### src/rtl/sample_sched_pkg.sv
// Shared types and width helpers for the sample voice scheduler.
// SAMPLE_VOICE_SAT_EN widens the mix accumulator so the output can saturate.
package sample_sched_pkg;

    typedef enum logic [1:0] {
        VIdle,
        VPlayBtn,
        VPlaySeq
    } voice_state_e;

    typedef enum logic [2:0] {
        SIdle,
        SIssue,
        SWait,
        SCapt,
        SDone
    } sweep_state_e;

`ifdef SAMPLE_VOICE_SAT_EN
    localparam bit SatEn = 1'b1;
`else
    localparam bit SatEn = 1'b0;
`endif

    // Headroom bits let the full sum of all voices be held before clamping.
    function automatic int unsigned acc_w(int unsigned data_w, int unsigned num_voices);
        return SatEn ? data_w + $clog2(num_voices) : data_w;
    endfunction

    function automatic int unsigned sel_w(int unsigned num_voices);
        return (num_voices > 1) ? $clog2(num_voices) : 1;
    endfunction

endpackage

### src/rtl/voice_ctx.sv
// One voice: play state, address counter and trigger priority (button beats sequencer).
module voice_ctx
    import sample_sched_pkg::*;
#(
    parameter int unsigned ADDR_W = 15
) (
    input  logic              clock,
    input  logic              reset,
    input  logic              btn_trig_i,
    input  logic              seq_trig_i,
    input  logic [ADDR_W-1:0] depth_i,
    input  logic              in_slot_i,
    input  logic              capt_i,
    output voice_state_e      state_o,
    output logic [ADDR_W-1:0] addr_o
);

    voice_state_e      state_q, state_d;
    logic [ADDR_W-1:0] addr_q, addr_d;
    logic              skip_q, skip_d;
    logic              btn_ok, seq_ok;

    assign btn_ok = btn_trig_i && (depth_i != '0);
    assign seq_ok = seq_trig_i && (depth_i != '0) && (state_q != VPlayBtn);

    always_comb begin
        state_d = state_q;
        addr_d  = addr_q;
        skip_d  = skip_q;
        if (capt_i) begin
            skip_d = 1'b0;
        end
        if (btn_ok || seq_ok) begin
            state_d = btn_ok ? VPlayBtn : VPlaySeq;
            addr_d  = '0;
            // A restart mid-slot must not be advanced by this slot's capture.
            if (in_slot_i && !capt_i) begin
                skip_d = 1'b1;
            end
        end else if (capt_i && (state_q != VIdle) && !skip_q) begin
            if (addr_q == depth_i - ADDR_W'(1)) begin
                state_d = VIdle;
                addr_d  = '0;
            end else begin
                addr_d = addr_q + ADDR_W'(1);
            end
        end
    end

    always_ff @(posedge clock or negedge reset) begin
        if (!reset) begin
            state_q <= VIdle;
            addr_q  <= '0;
            skip_q  <= 1'b0;
        end else begin
            state_q <= state_d;
            addr_q  <= addr_d;
            skip_q  <= skip_d;
        end
    end

    assign state_o = state_q;
    assign addr_o  = addr_q;

endmodule

### src/rtl/sample_voice_sched.sv
// Sample voice scheduler: time-multiplexes one RAM read port across NUM_VOICES voices.
// Define SAMPLE_VOICE_SAT_EN for a widened accumulator with saturating mix output.
module sample_voice_sched
    import sample_sched_pkg::*;
#(
    parameter int unsigned NUM_VOICES = 2,
    parameter int unsigned ADDR_W     = 15,
    parameter int unsigned DATA_W     = 16,
    parameter int unsigned RAM_LAT    = 2
) (
    input  logic                         clock,
    input  logic                         reset,
    input  logic [NUM_VOICES-1:0]        btn_trig,
    input  logic [NUM_VOICES-1:0]        seq_trig,
    input  logic [NUM_VOICES*ADDR_W-1:0] depth,
    input  logic                         sample_tick,
    output logic [ADDR_W-1:0]            ram_addr,
    output logic [sel_w(NUM_VOICES)-1:0] ram_sel,
    output logic                         ram_rden,
    input  logic [DATA_W-1:0]            ram_q,
    output logic [DATA_W-1:0]            mix_out,
    output logic                         mix_valid,
    output logic [NUM_VOICES-1:0]        playing,
    output logic [NUM_VOICES-1:0]        src_btn,
    output logic                         overrun
);

    localparam int unsigned AccW = acc_w(DATA_W, NUM_VOICES);
    localparam int unsigned SelW = sel_w(NUM_VOICES);
    localparam int unsigned CntW = $clog2(RAM_LAT + 1);
    localparam logic [SelW-1:0] LastV = SelW'(NUM_VOICES - 1);

    sweep_state_e      state_q;
    logic [SelW-1:0]   vidx_q;
    logic [CntW-1:0]   wcnt_q;
    logic              issued_q;
    logic [AccW-1:0]   acc_q, acc_sum;
    logic [DATA_W-1:0] mix_out_q, mix_next;
    logic              mix_valid_q, overrun_q;

    logic [NUM_VOICES-1:0] in_slot, capt;
    logic [ADDR_W-1:0]     vaddr [NUM_VOICES];

    for (genvar v = 0; v < NUM_VOICES; v++) begin : g_voice
        voice_state_e st;

        assign in_slot[v] = (state_q inside {SIssue, SWait, SCapt}) && (vidx_q == SelW'(v));
        assign capt[v]    = (state_q == SCapt) && (vidx_q == SelW'(v));

        voice_ctx #(
            .ADDR_W(ADDR_W)
        ) u_voice (
            .clock     (clock),
            .reset     (reset),
            .btn_trig_i(btn_trig[v]),
            .seq_trig_i(seq_trig[v]),
            .depth_i   (depth[v*ADDR_W +: ADDR_W]),
            .in_slot_i (in_slot[v]),
            .capt_i    (capt[v]),
            .state_o   (st),
            .addr_o    (vaddr[v])
        );

        assign playing[v] = (st != VIdle);
        assign src_btn[v] = (st == VPlayBtn);
    end

    // Only a voice that was playing when its read was issued contributes.
    always_comb begin
        acc_sum = acc_q;
        if (issued_q) begin
            acc_sum = acc_q + AccW'(signed'(ram_q));
        end
    end

`ifdef SAMPLE_VOICE_SAT_EN
    always_comb begin
        mix_next = acc_sum[DATA_W-1:0];
        if (acc_sum[AccW-1:DATA_W-1] != {(AccW-DATA_W+1){acc_sum[AccW-1]}}) begin
            mix_next = acc_sum[AccW-1] ? {1'b1, {(DATA_W-1){1'b0}}} : {1'b0, {(DATA_W-1){1'b1}}};
        end
    end
`else
    assign mix_next = acc_sum;
`endif

    always_ff @(posedge clock or negedge reset) begin
        if (!reset) begin
            state_q     <= SIdle;
            vidx_q      <= '0;
            wcnt_q      <= '0;
            issued_q    <= 1'b0;
            acc_q       <= '0;
            mix_out_q   <= '0;
            mix_valid_q <= 1'b0;
            overrun_q   <= 1'b0;
        end else begin
            mix_valid_q <= 1'b0;
            overrun_q   <= sample_tick && (state_q != SIdle);
            unique case (state_q)
                SIdle: begin
                    if (sample_tick) begin
                        state_q <= SIssue;
                        vidx_q  <= '0;
                    end
                end
                SIssue: begin
                    issued_q <= playing[vidx_q];
                    wcnt_q   <= CntW'(1);
                    state_q  <= (RAM_LAT > 1) ? SWait : SCapt;
                end
                SWait: begin
                    wcnt_q <= wcnt_q + CntW'(1);
                    if (wcnt_q == CntW'(RAM_LAT - 1)) begin
                        state_q <= SCapt;
                    end
                end
                SCapt: begin
                    acc_q <= acc_sum;
                    if (vidx_q == LastV) begin
                        state_q     <= SDone;
                        mix_out_q   <= mix_next;
                        mix_valid_q <= 1'b1;
                    end else begin
                        state_q <= SIssue;
                        vidx_q  <= vidx_q + SelW'(1);
                    end
                end
                SDone: begin
                    acc_q   <= '0;
                    state_q <= SIdle;
                end
                default: state_q <= SIdle;
            endcase
        end
    end

    assign ram_rden  = (state_q == SIssue) && playing[vidx_q];
    assign ram_sel   = ram_rden ? vidx_q : '0;
    assign ram_addr  = ram_rden ? vaddr[vidx_q] : '0;
    assign mix_out   = mix_out_q;
    assign mix_valid = mix_valid_q;
    assign overrun   = overrun_q;

endmodule

### config.mk
export PLATFORM = sky130hd
export DESIGN_NAME = sample_voice_sched
export DESIGN_NICKNAME = d
export VERILOG_FILES = /design/src/rtl/sample_sched_pkg.sv /design/src/rtl/voice_ctx.sv /design/src/rtl/sample_voice_sched.sv
export SDC_FILE = /design/constraint.sdc
export NUM_CORES = 1
export LEC_CHECK = 0
export BUFFER_PORTS_ARGS = -buffer_cell sky130_fd_sc_hd__buf_2
export CAP_MARGIN = 30
export CORE_UTILIZATION = 58
export DETAILED_ROUTE_END_ITERATION = 12
export HOLD_SLACK_MARGIN = 0.08
export MAX_ROUTING_LAYER = met4
export PLACE_DENSITY = 0.88
export SLEW_MARGIN = 25
export SYNTH_ARGS = -nofsm -noshare
export SYNTH_HDL_FRONTEND = slang
export SYNTH_SLANG_ARGS = --single-unit
### constraint.sdc
create_clock -name clock -period 2.9 [get_ports clock]
set_input_delay 0.145 -clock clock [delete_from_list [all_inputs] [get_ports clock]]
set_output_delay 0.145 -clock clock [all_outputs]
set_load 0.02 [all_outputs]
==> summary.md <==
| Metric | Value |
|---|---|
| Syn nets | `738` |
| Pwr/cell area | `731 nW/um^2` |
| R2R Path End | `mix_out[14]` |
| Fin crit share | `93.6%` |
| Number of global-route vias before repair | `5041` |
| Clk_lat worst skew | `0.35 ns` |
| DIE AREA | `10100 um^2` |
| Status | `finished, final reports clean` |
| DRC violations left | `0` |
| Die Span X | `101 um` |
| Setup violators final | `0` |
| Post-Synth Adder-Cell Area | `4.80%` |
| Worst VDD drop | `406 uV` |
| Critical path class | `flip-flop to flip-flop` |
| Compound-Gate Fraction of Synth Area | `17.8%` |
| # IOs | `92` |
| Post-DRT Antenna Nets | `0` |
| First-pass GRT wire length | `22.8 mm` |
| CP arrival | `2.98 ns` |
| Clk slew on worst S/H paths | `0.09 ns` |
| Clock sinks | `77` |
| Grt ovf | `0` |
| N_diodes | `0` |
| Largest family of logic cells by synthesized area | `simple AND/OR/NAND/NOR gates` |
| Avg Vias per Cell | `5.92` |
| Final Routed Wirelength | `13.8 mm` |
| I/O Buffers | `91` |
| Routability cong. | `1.01` |
| Max Slew Vio Count | `0` |
| Setup slack, reg-to-reg | `0.18 ns` |
| Worst reg-to-reg path cell count | `10` |
| HPWL after DPL | `10.5 mm` |
| Hold depth | `3` |
| Final Hold Fails | `0` |
| Cell row count | `35` |
| Slew @ Worst Pin | `0.815 ns` |
| Critical path endpoint category | `flip-flop` |
| Synth Cell Area | `5630 um^2` |
| Post-synth ARST share | `100%` |
| CP startpoint kind | `flip-flop` |
| Maximum Capacitance Violations | `0` |
| Placeable Area | `9330 um^2` |
| GRT Util Overall | `29.0%` |
| Avg WL per Cell | `15.5 um` |
| Root buf cell | `clkbuf_8` |
| Post-Synth Simple-Gate Area | `22.0%` |
| Setup WS pre-CTS | `-0.0522 ns` |
| Starting Density | `60.4%` |
| Synth Area in XOR/XNOR | `9.80%` |
| Tmin final | `2.72 ns` |
| Worst Path Max Fanout | `3` |
| Post-CTS Setup Inserts | `0` |
| Largest net degree at the start of global routing | `78` |
| Worst R2R Start | `acc_q[0]` |
| Drt pass-1 iters | `5` |
| Hold Path Sink | `acc_q[0]` |
| Relative slew slack | `45.5%` |
| Die H | `101 um` |
| Dpl cell area | `6260 um^2` |
| Yosys cell types | `62` |
| Clock Skew | `0.0185 ns` |
| CP required | `3.17 ns` |
| Yosys warns | `0` |
| F_max | `0.368 GHz` |
| Register area share after synthesis | `34.2%` |
| Number of DRC markers in iteration 0 | `251` |
| CTS max path bufs | `2` |
| CTS Buf Count | `9` |
| Final WS setup | `0.185 ns` |
| Setup TNS | `0 ns` |
| Number of antenna violations at the first check in global routing | `0` |
| EDFF count, synth | `0` |
| Hold_sp | `ram_q[0]` |
| Fraction of layout cells with a size suffix above 1 | `18.5%` |
| H-tree Lvls | `3` |
| RSZ-0062 raised after global routing | `false` |
| Number of synthesized register bits | `77` |
| Nets@finish | `830` |
| Avg Cell Area, Syn | `8.48 um^2` |
| Hold slack | `0.162 ns` |
| Hold Path Class | `input port to flip-flop` |
| Leak Pwr | `2.91 nW` |
| Vias | `5270` |
| Top_reg_cell synth | `dfrtp_1` |
| Mux contribution to synthesized area | `6.62%` |
| Synth Instances | `664` |
| TritonCTS clock tree | `yes` |
| Area added between synthesis and finish | `15.7%` |
| Fin area | `6510 um^2` |
layout make-up:
class                      instances  area, um^2
clock buffer                      11         131
clock inverter                     5        61.3
fill                             724        2810
inverter                          33         124
multi-input combinational        519        3450
sequential                        77        1930
tap                              129         161
timing repair buffer             116         662
how the worst max path moves through the flow:
| stage | startpoint | end | slack, ns | cells after the start |
|---|---|---|---|---|
| detailed placement | depth[18] | g_voice[1].u_voice.addr_o[0] | -0.05 | 10 |
| global route | acc_q[0] | mix_out[12] | 0.006 | 10 |
| global placement | depth[22] | g_voice[1].u_voice.addr_o[8] | 0.08 | 9 |
| CTS | acc_q[3] | acc_q[15] | 0.16 | 9 |
| floorplan | depth[18] | g_voice[1].u_voice.addr_o[3] | 0.37 | 10 |
| finish | acc_q[0] | mix_out[14] | 0.18 | 10 |
worst max-delay path, stage by stage (launching register included):
cell and delay (ns):
dfrtp_1 0.41, ha_1 0.23, fa_1 0.42, a21oi_1 0.20, o2111ai_1 0.22, a21oi_2 0.21, o21ai_0 0.17, a21boi_0 0.31
xnor2_1 0.19, mux2i_1 0.11, o21ai_0 0.16
metrics by stage:
stage / utilization [%] / instances / total power (W)
3_5_place_dp: 67.1 / 869 / 0.00393
3_3_place_gp: 67.1 / 869 / 0.00380
2_1_floorplan: - / 664 / 0.00328
6_report: 69.8 / 890 / 0.00476
5_1_grt: 69.8 / 890 / 0.00508
4_1_cts: 69.7 / 890 / 0.00475
repair_timing:
| item | CTS | global route |
|---|---|---|
| hold buffers | 5 | 0 |
| resized for setup | 0 | 2 |
| endpoints found under the hold margin | 81 | 0 |
| setup endpoints to repair | 0 | 3 |
power breakdown:
group          switching (W)  internal, W
Sequential          0.000222      0.00135
Clock               0.000405     0.000400
Combinational        0.00139     0.000986
synth_stat cells, drive strengths merged, types with 12 or more instances:
| master | count | area share (%) |
|---|---|---|
| nand4 | 13 | 1.4 |
| a21oi | 31 | 3.1 |
| nand3 | 28 | 2.5 |
| a22o | 12 | 1.9 |
| nor2 | 69 | 4.6 |
| ha | 20 | 4.4 |
| mux2i | 35 | 6.2 |
| clkbuf | 29 | 1.9 |
| o21ai | 43 | 3.8 |
| xor2 | 21 | 3.3 |
| xnor2 | 42 | 6.5 |
| nor3 | 30 | 2.7 |
| inv | 33 | 2.2 |
| nand2 | 49 | 3.3 |
| dfrtp | 77 | 34 |
placed cells by master (no fill, tap or decap), types with 4 or more instances in the layout:
| master | instances |
|---|---|
| a31oi_1 | 8 |
| ha_1 | 20 |
| a22o_1 | 12 |
| nor2_1 | 68 |
| mux2i_1 | 35 |
| or3_1 | 6 |
| buf_2 | 90 |
| a21oi_2 | 6 |
| xnor2_1 | 42 |
| clkbuf_8 | 9 |
| o22ai_1 | 6 |
| a211oi_1 | 5 |
| nand3b_1 | 4 |
| o211ai_1 | 5 |
| a21oi_1 | 25 |
| nand2b_1 | 9 |
| nand2_1 | 49 |
| nor2b_1 | 9 |
| nor4_1 | 4 |
| nand3_1 | 28 |
| o21ai_0 | 40 |
| a21o_1 | 8 |
| or4_1 | 7 |
| nor3_1 | 30 |
| nand4_1 | 13 |
| xor2_1 | 21 |
| dlygate4sd3_1 | 5 |
| nor3b_1 | 4 |
| inv_1 | 33 |
| buf_4 | 20 |
| and3_1 | 7 |
| dfrtp_1 | 77 |
per-layer routing:
metal	GRT usage, %	vias up	routed length [um]
li1	-	2567	-
met1	36.3	2483	6010
met2	47.5	181	6740
met3	3.05	39	617
met4	13.6	0	407
met5	-	-	0
state kept, by name, summed over array words and instances, names as in the netlist:
signal                   flops
g_voice.u_voice.addr_o      30
acc_q                       16
mix_out                     16
g_voice.u_voice.state_o      4
state_q                      3
g_voice.u_voice.skip_q       2
wcnt_q                       2
issued_q                     1
mix_valid                    1
overrun                      1
vidx_q                       1
kinds of logic after synthesis:
| logic type | after synthesis |
|---|---|
| compound gates | 148 |
| xor+xnor | 63 |
| fa+ha+maj | 21 |
| buf+inv | 68 |
| flops | 77 |
| mux | 37 |
| simple gates | 250 |
(Power assumes the default switching activity.)
